`config.mk`:
```
export PLATFORM = sky130hd
export DESIGN_NAME = hazard_unit_mc
export DESIGN_NICKNAME = d
export VERILOG_FILES = /design/src/rtl/hazard_unit_mc.sv
export SDC_FILE = /design/constraint.sdc
export NUM_CORES = 1
export LEC_CHECK = 0
export BUFFER_PORTS_ARGS = -buffer_cell sky130_fd_sc_hd__buf_4
export CORE_MARGIN = 2
export CORE_UTILIZATION = 45
export CTS_CLUSTER_SIZE = 25
export DETAILED_ROUTE_END_ITERATION = 8
export PLACE_DENSITY = 0.74
export SETUP_SLACK_MARGIN = 0.3
export SYNTH_ARGS = -nofsm -noshare
export SYNTH_HDL_FRONTEND = slang
export SYNTH_SLANG_ARGS = --single-unit
```
`constraint.sdc`:
```
create_clock -name clk -period 2.72 [get_ports clk]
set_input_delay 0.408 -clock clk [delete_from_list [all_inputs] [get_ports clk]]
set_output_delay 0.408 -clock clk [all_outputs]
set_load 0.02 [all_outputs]
```
`src/rtl/hazard_unit_mc.sv`:
```
// rtl/hazard_unit_mc.sv - RV32 5-stage hazard unit with M-extension occupancy control
// Forwarding, load-use stall, branch flush, MUL/DIV hold in E and saturating perf counters.
module hazard_unit_mc #(
    parameter int ADDRESS_WIDTH = 5,
    parameter int MUL_LATENCY   = 2,
    parameter int DIV_LATENCY   = 34,
    parameter int CNT_WIDTH     = 32
) (
    input  logic                     clk,
    input  logic                     rst_n,
    input  logic [ADDRESS_WIDTH-1:0] Rs1D,
    input  logic [ADDRESS_WIDTH-1:0] Rs2D,
    input  logic [ADDRESS_WIDTH-1:0] Rs1E,
    input  logic [ADDRESS_WIDTH-1:0] Rs2E,
    input  logic [ADDRESS_WIDTH-1:0] RdE,
    input  logic [ADDRESS_WIDTH-1:0] RdM,
    input  logic [ADDRESS_WIDTH-1:0] RdW,
    input  logic                     RegWriteE,
    input  logic                     RegWriteM,
    input  logic                     RegWriteW,
    input  logic [1:0]               ResultSrcE,
    input  logic                     PCSrcE,
    input  logic                     MulE,
    input  logic                     DivE,
    output logic [1:0]               ForwardAE,
    output logic [1:0]               ForwardBE,
    output logic                     StallF,
    output logic                     StallD,
    output logic                     StallE,
    output logic                     FlushD,
    output logic                     FlushE,
    output logic                     FlushM,
    output logic                     MdBusy,
    output logic [CNT_WIDTH-1:0]     StallCycles,
    output logic [CNT_WIDTH-1:0]     FlushEvents
);

    localparam int MAX_LAT = (MUL_LATENCY > DIV_LATENCY) ? MUL_LATENCY : DIV_LATENCY;
    localparam int CW      = $clog2(MAX_LAT + 1);

    typedef enum logic [1:0] {
        IDLE = 2'd0,
        BUSY = 2'd1,
        DONE = 2'd2
    } md_state_t;

    md_state_t            state_q;
    logic [CW-1:0]        cnt_q;
    logic [CNT_WIDTH-1:0] stall_cnt_q, stall_cnt_d;
    logic [CNT_WIDTH-1:0] flush_cnt_q, flush_cnt_d;

    logic [31:0] lat;
    logic        md_start;
    logic        lw_stall;
    logic        md_stall;
    logic        unused_result_src;

    assign unused_result_src = ResultSrcE[1];

    assign lat      = MulE ? 32'(MUL_LATENCY) : 32'(DIV_LATENCY);
    assign md_start = MulE | DivE;

    always_comb begin
        ForwardAE = 2'd0;
        if (Rs1E == RdM && RegWriteM && Rs1E != '0)
            ForwardAE = 2'd2;
        else if (Rs1E == RdW && RegWriteW && Rs1E != '0)
            ForwardAE = 2'd1;

        ForwardBE = 2'd0;
        if (Rs2E == RdM && RegWriteM && Rs2E != '0)
            ForwardBE = 2'd2;
        else if (Rs2E == RdW && RegWriteW && Rs2E != '0)
            ForwardBE = 2'd1;
    end

    assign lw_stall = ResultSrcE[0] & RegWriteE & (RdE != '0) & ((Rs1D == RdE) | (Rs2D == RdE));

    // The start cycle already stalls; DONE is the release cycle. Nothing is held while in reset.
    assign md_stall = rst_n & (((state_q == IDLE) & md_start & (lat >= 32'd2)) | (state_q == BUSY));

    assign StallF = lw_stall | md_stall;
    assign StallD = lw_stall | md_stall;
    assign StallE = md_stall;
    assign FlushM = md_stall;
    assign FlushD = PCSrcE & ~md_stall;
    assign FlushE = (lw_stall | PCSrcE) & ~md_stall;
    assign MdBusy = (state_q != IDLE);

    always_ff @(posedge clk or negedge rst_n) begin
        if (!rst_n) begin
            state_q <= IDLE;
            cnt_q   <= '0;
        end else begin
            case (state_q)
                IDLE: begin
                    if (md_start && lat >= 32'd3) begin
                        state_q <= BUSY;
                        cnt_q   <= CW'(lat - 32'd3);
                    end else if (md_start && lat == 32'd2) begin
                        state_q <= DONE;
                    end
                end
                BUSY: begin
                    if (cnt_q == '0)
                        state_q <= DONE;
                    else
                        cnt_q <= cnt_q - CW'(1);
                end
                // The same instruction is leaving E; it must not re-arm the controller.
                DONE:    state_q <= IDLE;
                default: state_q <= IDLE;
            endcase
        end
    end

    always_comb begin
        stall_cnt_d = stall_cnt_q;
        flush_cnt_d = flush_cnt_q;
        if (StallF && stall_cnt_q != '1)
            stall_cnt_d = stall_cnt_q + CNT_WIDTH'(1);
        if (FlushD && flush_cnt_q != '1)
            flush_cnt_d = flush_cnt_q + CNT_WIDTH'(1);
    end

    always_ff @(posedge clk or negedge rst_n) begin
        if (!rst_n) begin
            stall_cnt_q <= '0;
            flush_cnt_q <= '0;
        end else begin
            stall_cnt_q <= stall_cnt_d;
            flush_cnt_q <= flush_cnt_d;
        end
    end

    assign StallCycles = stall_cnt_q;
    assign FlushEvents = flush_cnt_q;

endmodule

```
==> metrics.txt, run 1 <==
Worst Tran Pin Value=approximately 890 ps; DRT Pass-1 Iters=4; Vias/cell=5.229; Post-synth EDFFs=0; number of port buffers=118; nets@finish=550; hold_buf cts=0; ratio of cells with drive above 1 in the final layout=31.62%; Final Setup Violations=0; Setup CP Type=register to primary output; status=finished, final reports clean; VDD IR max=around 0.50 mV; Most Crowded Layer GR=met2; Async SR Flop Fraction=100.0%; met3 usage=4.986%; CTS sink cnt=72; Hold Crit Class=primary input to asynchronous set/reset pin; # DRC=0; gpl congestion=roughly 0.82; CTS tree=yes; Bufs on Longest Clock Path=2; via count=3195; worst-path fanout max=5; setup slack after placement=approximately 430 ps; Max stage delay cell, worst path=dfrtp_1; Iter 0 DRT Violations=88; I/O Pins=120; Fillers=705; largest net degree at the start of global routing=73; CTS buffer count=9; LEAKAGE=2.422 nW; wire per inst=14.35 um; setup_tns=0 ps; WL final=8767 um; height of the die=97.04 um; Post-Syn Nets=between 400 and 500; CTS root buf=clkbuf_8; gr ovfl total=0; R2R Setup Slk=~540 ps; met1 global-route usage=between 20% and 30%; initial antenna violation count=0; post-DP HPWL=approximately 6700 um; sequential element share of the synthesized area=46.26%; Clk Latency, worst-skew pair=350 ps; post-route ant nets=0; #FFs+latches synth=72; Startpoint Class=register; Die Wd=97.04 um; Syn Inst Count=376; Pwr Total=between 0.003 and 0.004 W; Syn Area/Cell=10.36 um^2; Max-Cap Viols=0; final worst slack=455.4 ps; post-CTS setup buffer count=0; Clk pin slew, worst setup/hold paths=80 ps; Max Slew Vio Count=0; full die area=9416 um^2; met2 usage=32.80%; CP Data Required Time=2310 ps; unrepaired setup endpoints after global routing=false; Initial Utilization=46.93%; Core Region=8299 um^2; area grow syn2layout=31.35%; pwr/cell area=around 620 nW/um^2; Total GRT Usage=19.55%; Rel. slew slack=40.71%; crit-path cells=or3_4 > nand2_1 > o221ai_2 > and2_4 > buf_4; H-tree Lvls=3; crit-path max cell delay=430 ps; Yosys warning total=0; Crit. End Element=primary output; final cycle utilization of the critical path=between 80% and 90%; n_diodes=0; Primary FF master, synth=dfrtp_1; vias in the first global route=3219; Max Clk Rate=441.6 MHz; fin crit period=2265 ps; Worst EP arrival=roughly 1900 ps; unique cell type count in the Yosys netlist=47; row cnt=33; Clock Skew=12.19 ps; mapped cell area=3895 um^2; final hold vios=0; first-pass GRT wire length=15020 um
sequential cells by signal (all words and copies together), names as in the netlist:
name / cells
FlushEvents: 32
StallCycles: 32
cnt_q: 6
state_q: 2
kinds of logic after synthesis:
kind of cell / after synthesis / synth area share (%)
buffers and inverters: 19 / 2.537
XOR/XNOR: 95 / 21.36
AO/OA/AOI/OAI: 14 / 2.634
AND/OR/NAND/NOR: 169 / 25.09
multiplexers: 3 / 0.8352
flip-flops: 72 / 46.26
adder cells (fa/ha/maj): 4 / 1.285
area by class of cell:
| type | instances | area [um^2] | area share [%] |
|---|---|---|---|
| timing repair buffer | 120 | 900.9 | 17.61 |
| inverter | 13 | 48.80 | 0.9538 |
| clock inverter | 5 | 78.83 | 1.541 |
| multi-input combinational | 285 | 2003 | 39.15 |
| sequential | 72 | 1802 | 35.22 |
| clock buffer | 11 | 151.4 | 2.959 |
| tap | 105 | 131.4 | 2.568 |
synth_stat cells, drive strengths merged, types with 4 or more instances:
library cell | count | area, um^2
nor2 | 28 | 107.6
or2 | 4 | 25.02
nand4 | 20 | 140.1
o21ai | 4 | 20.02
xor2 | 27 | 236.5
and4 | 8 | 72.57
nand3 | 27 | 155.2
xnor2 | 68 | 595.6
ha | 4 | 50.05
inv | 13 | 48.80
buf | 5 | 46.28
nand2 | 35 | 131.4
dfrtp | 72 | 1802
and3 | 11 | 68.82
nor4 | 5 | 31.28
nor3 | 10 | 65.06
cells in the final DEF, fill, tap and decap left out, types with 2 or more instances in the layout:
| cell | instances |
|---|---|
| o21ai_0 | 4 |
| or2_2 | 4 |
| xnor2_1 | 68 |
| nor3b_1 | 3 |
| nand4b_1 | 2 |
| nor2b_1 | 2 |
| nor4_1 | 5 |
| nand2_1 | 35 |
| nand3_1 | 23 |
| inv_1 | 13 |
| and2_1 | 2 |
| dfrtp_1 | 72 |
| and3_1 | 11 |
| nand3_2 | 4 |
| clkbuf_8 | 11 |
| nor3_2 | 3 |
| mux2_2 | 2 |
| xor2_1 | 27 |
| buf_4 | 120 |
| ha_1 | 4 |
| a21oi_1 | 2 |
| or4_1 | 3 |
| nand4_1 | 19 |
| clkinv_2 | 2 |
| and4_1 | 7 |
| nor3_1 | 7 |
| or3_4 | 2 |
| bufinv_16 | 2 |
| nor2_1 | 27 |
| or3b_2 | 2 |
layer usage:
metal / part of all wire [%] / up-vias
li1: - / 1547
met4: 1.5 / 0
met3: 5.4 / 13
met1: 44 / 1548
met2: 49 / 87
met5: 0 / -
path summary, 6_finish.rpt:
path | from | end | cells after the start
min reg2reg | StallCycles[9] | StallCycles[9] | 1
max reg2reg | state_q[0] | FlushEvents[8] | 5
max in group asynchronous | rst_n | StallCycles[26] | 2
min | rst_n | state_q[0] | 2
min in group clk | MulE | state_q[1] | 3
max | state_q[0] | StallD | 5
what timing repair did:
item                       in CTS  in global routing
resized for setup               1                  1
cloned                          0                  0
setup endpoints to repair       2                  2
pin swaps                       0                  0
metrics by stage:
stage / hold slack, ps / util [%] / cell area (um^2) / std cells
6_report: 259.7 / 61.65 / 5116 / 611
5_1_grt: 351.6 / 61.65 / 5116 / 611
4_1_cts: 312.5 / 61.57 / 5110 / 611
3_5_place_dp: 478.5 / 58.77 / 4877 / 595
3_3_place_gp: 478.3 / 58.77 / 4877 / 595
2_1_floorplan: 112.4 / - / 3895 / 376
worst max-delay path: cells and delay by family, from the launching register on:
kind,cells,cell delay [ps]
buffers and inverters,1,150
AOI/OAI and AO/OA,1,150
DFF,1,430
and+or+nand+nor,3,770
report_power, final:
group	total (W)	leakage (nW)	switching, W	internal [W]
sequential	0.00135	0.949	0.000154	0.00119
clock	0.000957	0.119	0.000393	0.000565
combinational	0.000843	1.35	0.000464	0.000379
total	0.00315	2.42	0.00101	0.00214
Power figures use the tool's default switching activity.
==> run 2: changes to the inputs <==
--- a/config.mk
+++ b/config.mk
@@ -5,12 +5,13 @@
 export SDC_FILE = /design/constraint.sdc
 export NUM_CORES = 1
 export LEC_CHECK = 0
+export ABC_AREA = 1
 export BUFFER_PORTS_ARGS = -buffer_cell sky130_fd_sc_hd__buf_4
 export CORE_MARGIN = 2
 export CORE_UTILIZATION = 45
 export CTS_CLUSTER_SIZE = 25
 export DETAILED_ROUTE_END_ITERATION = 8
-export PLACE_DENSITY = 0.74
+export PLACE_DENSITY = 0.7
 export SETUP_SLACK_MARGIN = 0.3
 export SYNTH_ARGS = -nofsm -noshare
 export SYNTH_HDL_FRONTEND = slang
==> constraint.sdc (replaced) <==
create_clock -name clk -period 2.25 [get_ports clk]
set_input_delay 0.3375 -clock clk [delete_from_list [all_inputs] [get_ports clk]]
set_output_delay 0.3375 -clock clk [all_outputs]
set_load 0.02 [all_outputs]
==> metrics.txt, run 2 <==
status=finished, final reports clean (unchanged); post-route ant nets=0 (unchanged); top post-synthesis cells by count=nand2_1, nor2_1, dfrtp_1 (was dfrtp_1, xnor2_1, nand2_1); unique cell type count in the Yosys netlist=35 (was 47); Critical Path Stages=5 (unchanged); Max stage delay cell, worst path=dfrtp_1 (unchanged); DRT Pass-1 Iters=5 (was 4); Initial Utilization=46.44% (was 46.93%); Hold WS=259.4 ps (was 259.7 ps); ratio of cells with drive above 1 in the final layout=20.99% (was 31.62%); gr ovfl total=0 (unchanged); #FFs+latches synth=72 (unchanged); switching share of power=35.58% (was 32.10%); Async SR Flop Fraction=100.0% (unchanged); Pwr Total=0.004445 W (was 0.003147 W); pwr/cell area=662.1 nW/um^2 (was 615.1 nW/um^2); Syn Area/Cell=6.623 um^2 (was 10.36 um^2); Syn Inst Count=804 (was 376); most frequent cells in the layout=nand2_1, buf_4, nor2_1 (was buf_4, dfrtp_1, xnor2_1); crit-path max cell delay=410 ps (was 430 ps); wire per inst=13.07 um (was 14.35 um); area grow syn2layout=26.08% (was 31.35%); initial antenna violation count=0 (unchanged); number of port buffers=118 (unchanged); crit-path cells=nor2_2 > nand2_2 > nand3_4 > nand2_2 > buf_4 (was or3_4 > nand2_1 > o221ai_2 > and2_4 > buf_4); Primary FF master, synth=dfrtp_1 (unchanged); setup_tns=0 ps (unchanged); Vias/cell=4.979 (was 5.229); Yosys warning total=0 (unchanged); Startpoint Class=register (unchanged); Die Wd=112.8 um (was 97.04 um); clock power share=33.6% (was 30.4%); CTS buffer count=9 (unchanged); Post-synth EDFFs=0 (unchanged); gpl congestion=0.8855 (was 0.8231); Max Clk Rate=531.8 MHz; Clk pin slew, worst setup/hold paths=50 ps (was 80 ps); CP bufs+invs=1 (unchanged); worst-path fanout max=11 (was 5); Final Instance Area=6714 um^2 (was 5116 um^2); Iter 0 DRT Violations=368 (was 88); row cnt=39 (was 33); full die area=12720 um^2 (was 9416 um^2); CTS sink cnt=72 (unchanged); nets@finish=978 (was 550); Rel. slew slack=39.37% (was 40.71%); via count=5362 (was 3195); Clock Skew=7.431 ps (was 12.19 ps); R2R depth=9 (was 5); Total GRT Usage=22.70% (was 19.55%); Worst path most repeated cell=nand2_2; height of the die=112.8 um (was 97.04 um); sequential element share of the synthesized area=33.83% (was 46.26%); largest net degree at the start of global routing=73 (unchanged); Bufs on Longest Clock Path=2 (unchanged); Net Switching=0.001581 W (was 0.001010 W); first-pass GRT wire length=23440 um (was 15020 um); top-count cell post-synth=nand2_1 (was dfrtp_1); vias in the first global route=4964 (was 3219); H-tree Lvls=3 (unchanged); Setup CP Type=register to primary output (unchanged); Hold Crit Class=primary input to asynchronous set/reset pin (unchanged); unrepaired setup endpoints after global routing=true (was false); Post-Syn Nets=853 (was 425); Worst path top cell family by delay=simple AND/OR/NAND/NOR gates (unchanged); Flop pwr share=36.3% (was 42.8%); commonest non-fill, non-tap cell in the layout=nand2_1 (was buf_4); placed cell area=6330 um^2 (was 4877 um^2); Core Region=11470 um^2 (was 8299 um^2); WL final=14080 um (was 8767 um); CTS root buf=clkbuf_16 (was clkbuf_8); Worst Tran Pin Value=909.5 ps (was 889.3 ps); Fillers=1138 (was 705); LEAKAGE=3.293 nW (was 2.422 nW); VDD IR max=0.6831 mV (was 0.5045 mV); Synth area leaders=dfrtp_1, nand2_1, nor2_1 (was dfrtp_1, xnor2_1, xor2_1); Comb power frac=30.1% (was 26.8%); Max-Cap Viols=0 (unchanged); post-DP HPWL=10800 um (was 6683 um); fin crit period=around 1900 ps; Cell Int Power=0.002863 W (was 0.002137 W); Final Setup Violations=0 (unchanged); CTS tree=yes (unchanged); final cycle utilization of the critical path=83.58%; Synth area leader=dfrtp_1 (unchanged); mapped cell area=5325 um^2 (was 3895 um^2); # DRC=0 (unchanged); CP Data Required Time=1910 ps (was 2310 ps); Synth top area share=33.83% (was 46.26%); Clk Latency, worst-skew pair=340 ps (was 350 ps); hold_buf cts=0 (unchanged); n_diodes=0 (unchanged); final hold vios=0 (unchanged); Max Slew Vio Count=0 (unchanged); Crit. End Element=primary output (unchanged); I/O Pins=120 (unchanged); Worst EP arrival=1540 ps (was 1860 ps)
[run 2: per-stage QoR]
stage / util (%) / cells / setup slack (ps)
after floorplan: - / 804 / 328.7
after global placement: 55.20 / 1058 / 304.1
after detailed placement: 55.20 / 1058 / 289.2
after CTS: 58.31 / 1077 / 306.8
after global routing: 58.55 / 1077 / 301.3
final: 58.55 / 1077 / 369.5
[run 2: kinds of logic after synthesis]
group,Yosys count,synth area share (%)
fa+ha+maj,4,0.9399
simple gates,567,47.25
flops,72,33.83
buf+inv,89,7.613
xor+xnor,45,7.401
compound gates,27,2.961
[run 2: cell type report]
cell class | instances | area (um^2) | area share [%]
inverters | 72 | 272.8 | 4.063
well taps | 143 | 178.9 | 2.665
repair buffers | 131 | 991.0 | 14.76
clock buffers | 11 | 252.7 | 3.764
clock inverters | 5 | 61.31 | 0.9132
multi-input cells | 643 | 3154 | 46.98
flip-flops and latches | 72 | 1803 | 26.85
[run 2: metal layers]
metal  up-vias  wire [um]  GRT usage [%]
met2       143       6495          37.33
met5         -          0              0
met1      2404       6484          29.57
met3        23        814          5.678
li1       2792          -              -
met4         0        287          7.073
[run 2: final timing paths]
| path | to | startpoint | slack, ps |
|---|---|---|---|
| worst max-delay path | StallD | state_q[0] | 370 |
| worst min-delay path | cnt_q[3] | rst_n | 260 |
| worst max register to register | StallCycles[13] | StallCycles[0] | 420 |
| worst min register to register | state_q[1] | state_q[1] | 460 |
| max in group asynchronous | StallCycles[1] | rst_n | 1370 |
| min in group clk | state_q[1] | MulE | 340 |
[run 2: power groups by stage]
| stage | sequential [W] | clock [W] | combinational (W) |
|---|---|---|---|
| 3_5_place_dp | 0.00163 | 0 | 0.00132 |
| 3_3_place_gp | 0.00163 | 0 | 0.00131 |
| 4_1_cts | 0.00161 | 0.00152 | 0.00134 |
| 6_report | 0.00161 | 0.00149 | 0.00134 |
| 2_1_floorplan | 0.00173 | 0 | 0.000741 |
| 5_1_grt | 0.00164 | 0.00159 | 0.00149 |
[run 2: what timing repair did]
action / in CTS / in global routing
gates cloned: 0 / 0
hold endpoints to repair: 0 / 0
gates resized for setup: 4 / 10
pin swaps: 0 / 3
setup endpoints to repair: 30 / 60
buffers inserted: 3 / 0
==> run 3: changes to the inputs <==
--- a/config.mk
+++ b/config.mk
@@ -5,13 +5,13 @@
 export SDC_FILE = /design/constraint.sdc
 export NUM_CORES = 1
 export LEC_CHECK = 0
-export ABC_AREA = 1
+export ABC_AREA = 0
 export BUFFER_PORTS_ARGS = -buffer_cell sky130_fd_sc_hd__buf_4
 export CORE_MARGIN = 2
 export CORE_UTILIZATION = 45
 export CTS_CLUSTER_SIZE = 25
 export DETAILED_ROUTE_END_ITERATION = 8
-export PLACE_DENSITY = 0.7
+export PLACE_DENSITY = 0.74
 export SETUP_SLACK_MARGIN = 0.3
 export SYNTH_ARGS = -nofsm -noshare
 export SYNTH_HDL_FRONTEND = slang
==> constraint.sdc (replaced) <==
create_clock -name clk -period 1.9 [get_ports clk]
set_input_delay 0.285 -clock clk [delete_from_list [all_inputs] [get_ports clk]]
set_output_delay 0.285 -clock clk [all_outputs]
set_load 0.02 [all_outputs]
==> metrics.txt, run 3 (synthesis gave the netlist of run 1 again) <==
status=finished, violations left (was finished, final reports clean); failing checks=setup timing; pwr/cell area=816.7 nW/um^2 (was 662.1 nW/um^2); placed cell area=5644 um^2 (was 6330 um^2); commonest non-fill, non-tap cell in the layout=buf_4 (was nand2_1); # DRC=0 (unchanged); area grow syn2layout=74.75% (was 26.08%); Rel. slew slack=39.71% (was 39.37%); first-pass GRT wire length=19060 um (was 23440 um); Die Wd=97.04 um (was 112.8 um); Vias/cell=5.338 (was 4.979); Max-Cap Viols=0 (unchanged); gr ovfl total=0 (unchanged); worst r2r src=StallCycles[1] (was StallCycles[0]); CTS root buf=clkbuf_8 (was clkbuf_16); unrepaired setup endpoints after global routing=true (unchanged); R2R Setup Slk=-120 ps (was 420 ps); H-tree Lvls=3 (unchanged); number of port buffers=118 (unchanged); height of the die=97.04 um (was 112.8 um); Core Region=8299 um^2 (was 11470 um^2); n_diodes=0 (unchanged); post-placement cell count=665 (was 1058); VDD IR max=0.6457 mV (was 0.6831 mV); LEAKAGE=3.307 nW (was 3.293 nW); Final Setup Violations=25 (was 0); final hold vios=0 (unchanged); R2R depth=7 (was 9); Total GRT Usage=24.99% (was 22.70%); crit path from=StallCycles[1] (was state_q[0]); Final Instance Area=6807 um^2 (was 6714 um^2); WL final=12320 um (was 14080 um); Clock Skew=13.42 ps (was 7.431 ps); Worst Tran Pin Value=904.3 ps (was 909.5 ps); Bufs on Longest Clock Path=2 (unchanged); Max Clk Rate=495.0 MHz; I/O Pins=120 (unchanged); via count=3833 (was 5362); CTS tree=yes (unchanged); wire per inst=17.16 um (was 13.07 um); Iter 0 DRT Violations=132 (was 368); CP Data Required Time=2140 ps (was 1910 ps); Crit. End Element=register (was primary output); Max Slew Vio Count=0 (unchanged); final cycle utilization of the critical path=106.3%; Clk pin slew, worst setup/hold paths=80 ps (was 50 ps); Initial Utilization=46.93% (was 46.44%); CTS sink cnt=72 (unchanged); final worst slack=-120.2 ps (was 369.5 ps); ratio of cells with drive above 1 in the final layout=60.69% (was 20.99%); FF-to-FF End=StallCycles[22] (was StallCycles[13]); worst-path fanout max=5 (was 11); vias in the first global route=3904 (was 4964); gpl congestion=0.9104 (was 0.8855); full die area=9416 um^2 (was 12720 um^2); hold_buf cts=0 (unchanged); nets@finish=657 (was 978); row cnt=33 (was 39); largest net degree at the start of global routing=73 (unchanged); Hold Crit Class=primary input to asynchronous set/reset pin (unchanged); post-route ant nets=0 (unchanged); Setup CP Type=register to register (was register to primary output); post-DP HPWL=7906 um (was 10800 um); Worst EP arrival=2260 ps (was 1540 ps); Post-Layout Cell Count=718 (was 1077); Clk Latency, worst-skew pair=340 ps (about the same); Fillers=450 (was 1138); fin crit period=2020 ps; most frequent cells in the layout=buf_4, dfrtp_1, xnor2_1 (was nand2_1, buf_4, nor2_1); Startpoint Class=register (unchanged); initial antenna violation count=0 (unchanged); CTS buffer count=9 (unchanged); DRT Pass-1 Iters=4 (was 5)
-- run 3: cell type report --
| cell class | count | area [um^2] | share of cell area, % |
|---|---|---|---|
| Clock buffer | 11 | 141.4 | 2.077 |
| Sequential cell | 72 | 1829 | 26.87 |
| Tap cell | 105 | 131.4 | 1.930 |
| Inverter | 13 | 51.30 | 0.7537 |
| Timing Repair Buffer | 227 | 1872 | 27.50 |
| Clock inverter | 5 | 81.33 | 1.195 |
| Multi-Input combinational cell | 285 | 2700 | 39.67 |
-- run 3: report_power, final --
part / internal (W) / switching [W]
Clock: 0.000776 / 0.000581
Sequential: 0.00172 / 0.000142
Combinational: 0.00119 / 0.00115
-- run 3: worst max path at each step --
stage / to / slack, ps
detailed placement: FlushEvents[31] / -140
floorplan: FlushEvents[31] / -80
finish: StallCycles[22] / -120
global placement: FlushEvents[28] / -110
CTS: FlushEvents[1] / -90
global route: FlushEvents[1] / -160
-- run 3: per-layer routing --
| layer | wire [um] | global-route usage, % | vias to the layer above |
|---|---|---|---|
| li1 | - | - | 1769 |
| met1 | 4777 | 30.50 | 1908 |
| met2 | 6514 | 43.00 | 129 |
| met3 | 694 | 5.853 | 27 |
| met4 | 332 | 9.317 | 0 |
| met5 | 0 | 0 | - |
-- run 3: what timing repair did --
action                                  in CTS  in global routing
cloned                                       1                  0
endpoints found under the setup margin      79                 79
setup buffers                               15                 21
resized for setup                           86                 47
pin swaps                                   63                 45
-- run 3: worst max-delay path: stages (launching register included) --
cell and delay (ps):
dfrtp_2 400, ha_2 210, nand2_1 110, or3_4 450, nand4b_1 220, buf_6 180
nor3_4 140, xor2_1 210
-- run 3: per-stage QoR --
step / setup WS (ps) / hold WS (ps) / setup TNS (ps) / power (W) / util, %
floorplan: -82.47 / -10.59 / -1503 / 0.002775 / -
detailed placement: -136.7 / 487.2 / -2235 / 0.003547 / 68.01
global route: -157.0 / 254.2 / -4304 / 0.005840 / 82.01
global placement: -113.3 / 469.7 / -1345 / 0.003496 / 68.01
finish: -120.2 / 179.8 / -997.6 / 0.005559 / 82.01
CTS: -88.60 / 208.4 / -1091 / 0.005227 / 77.04
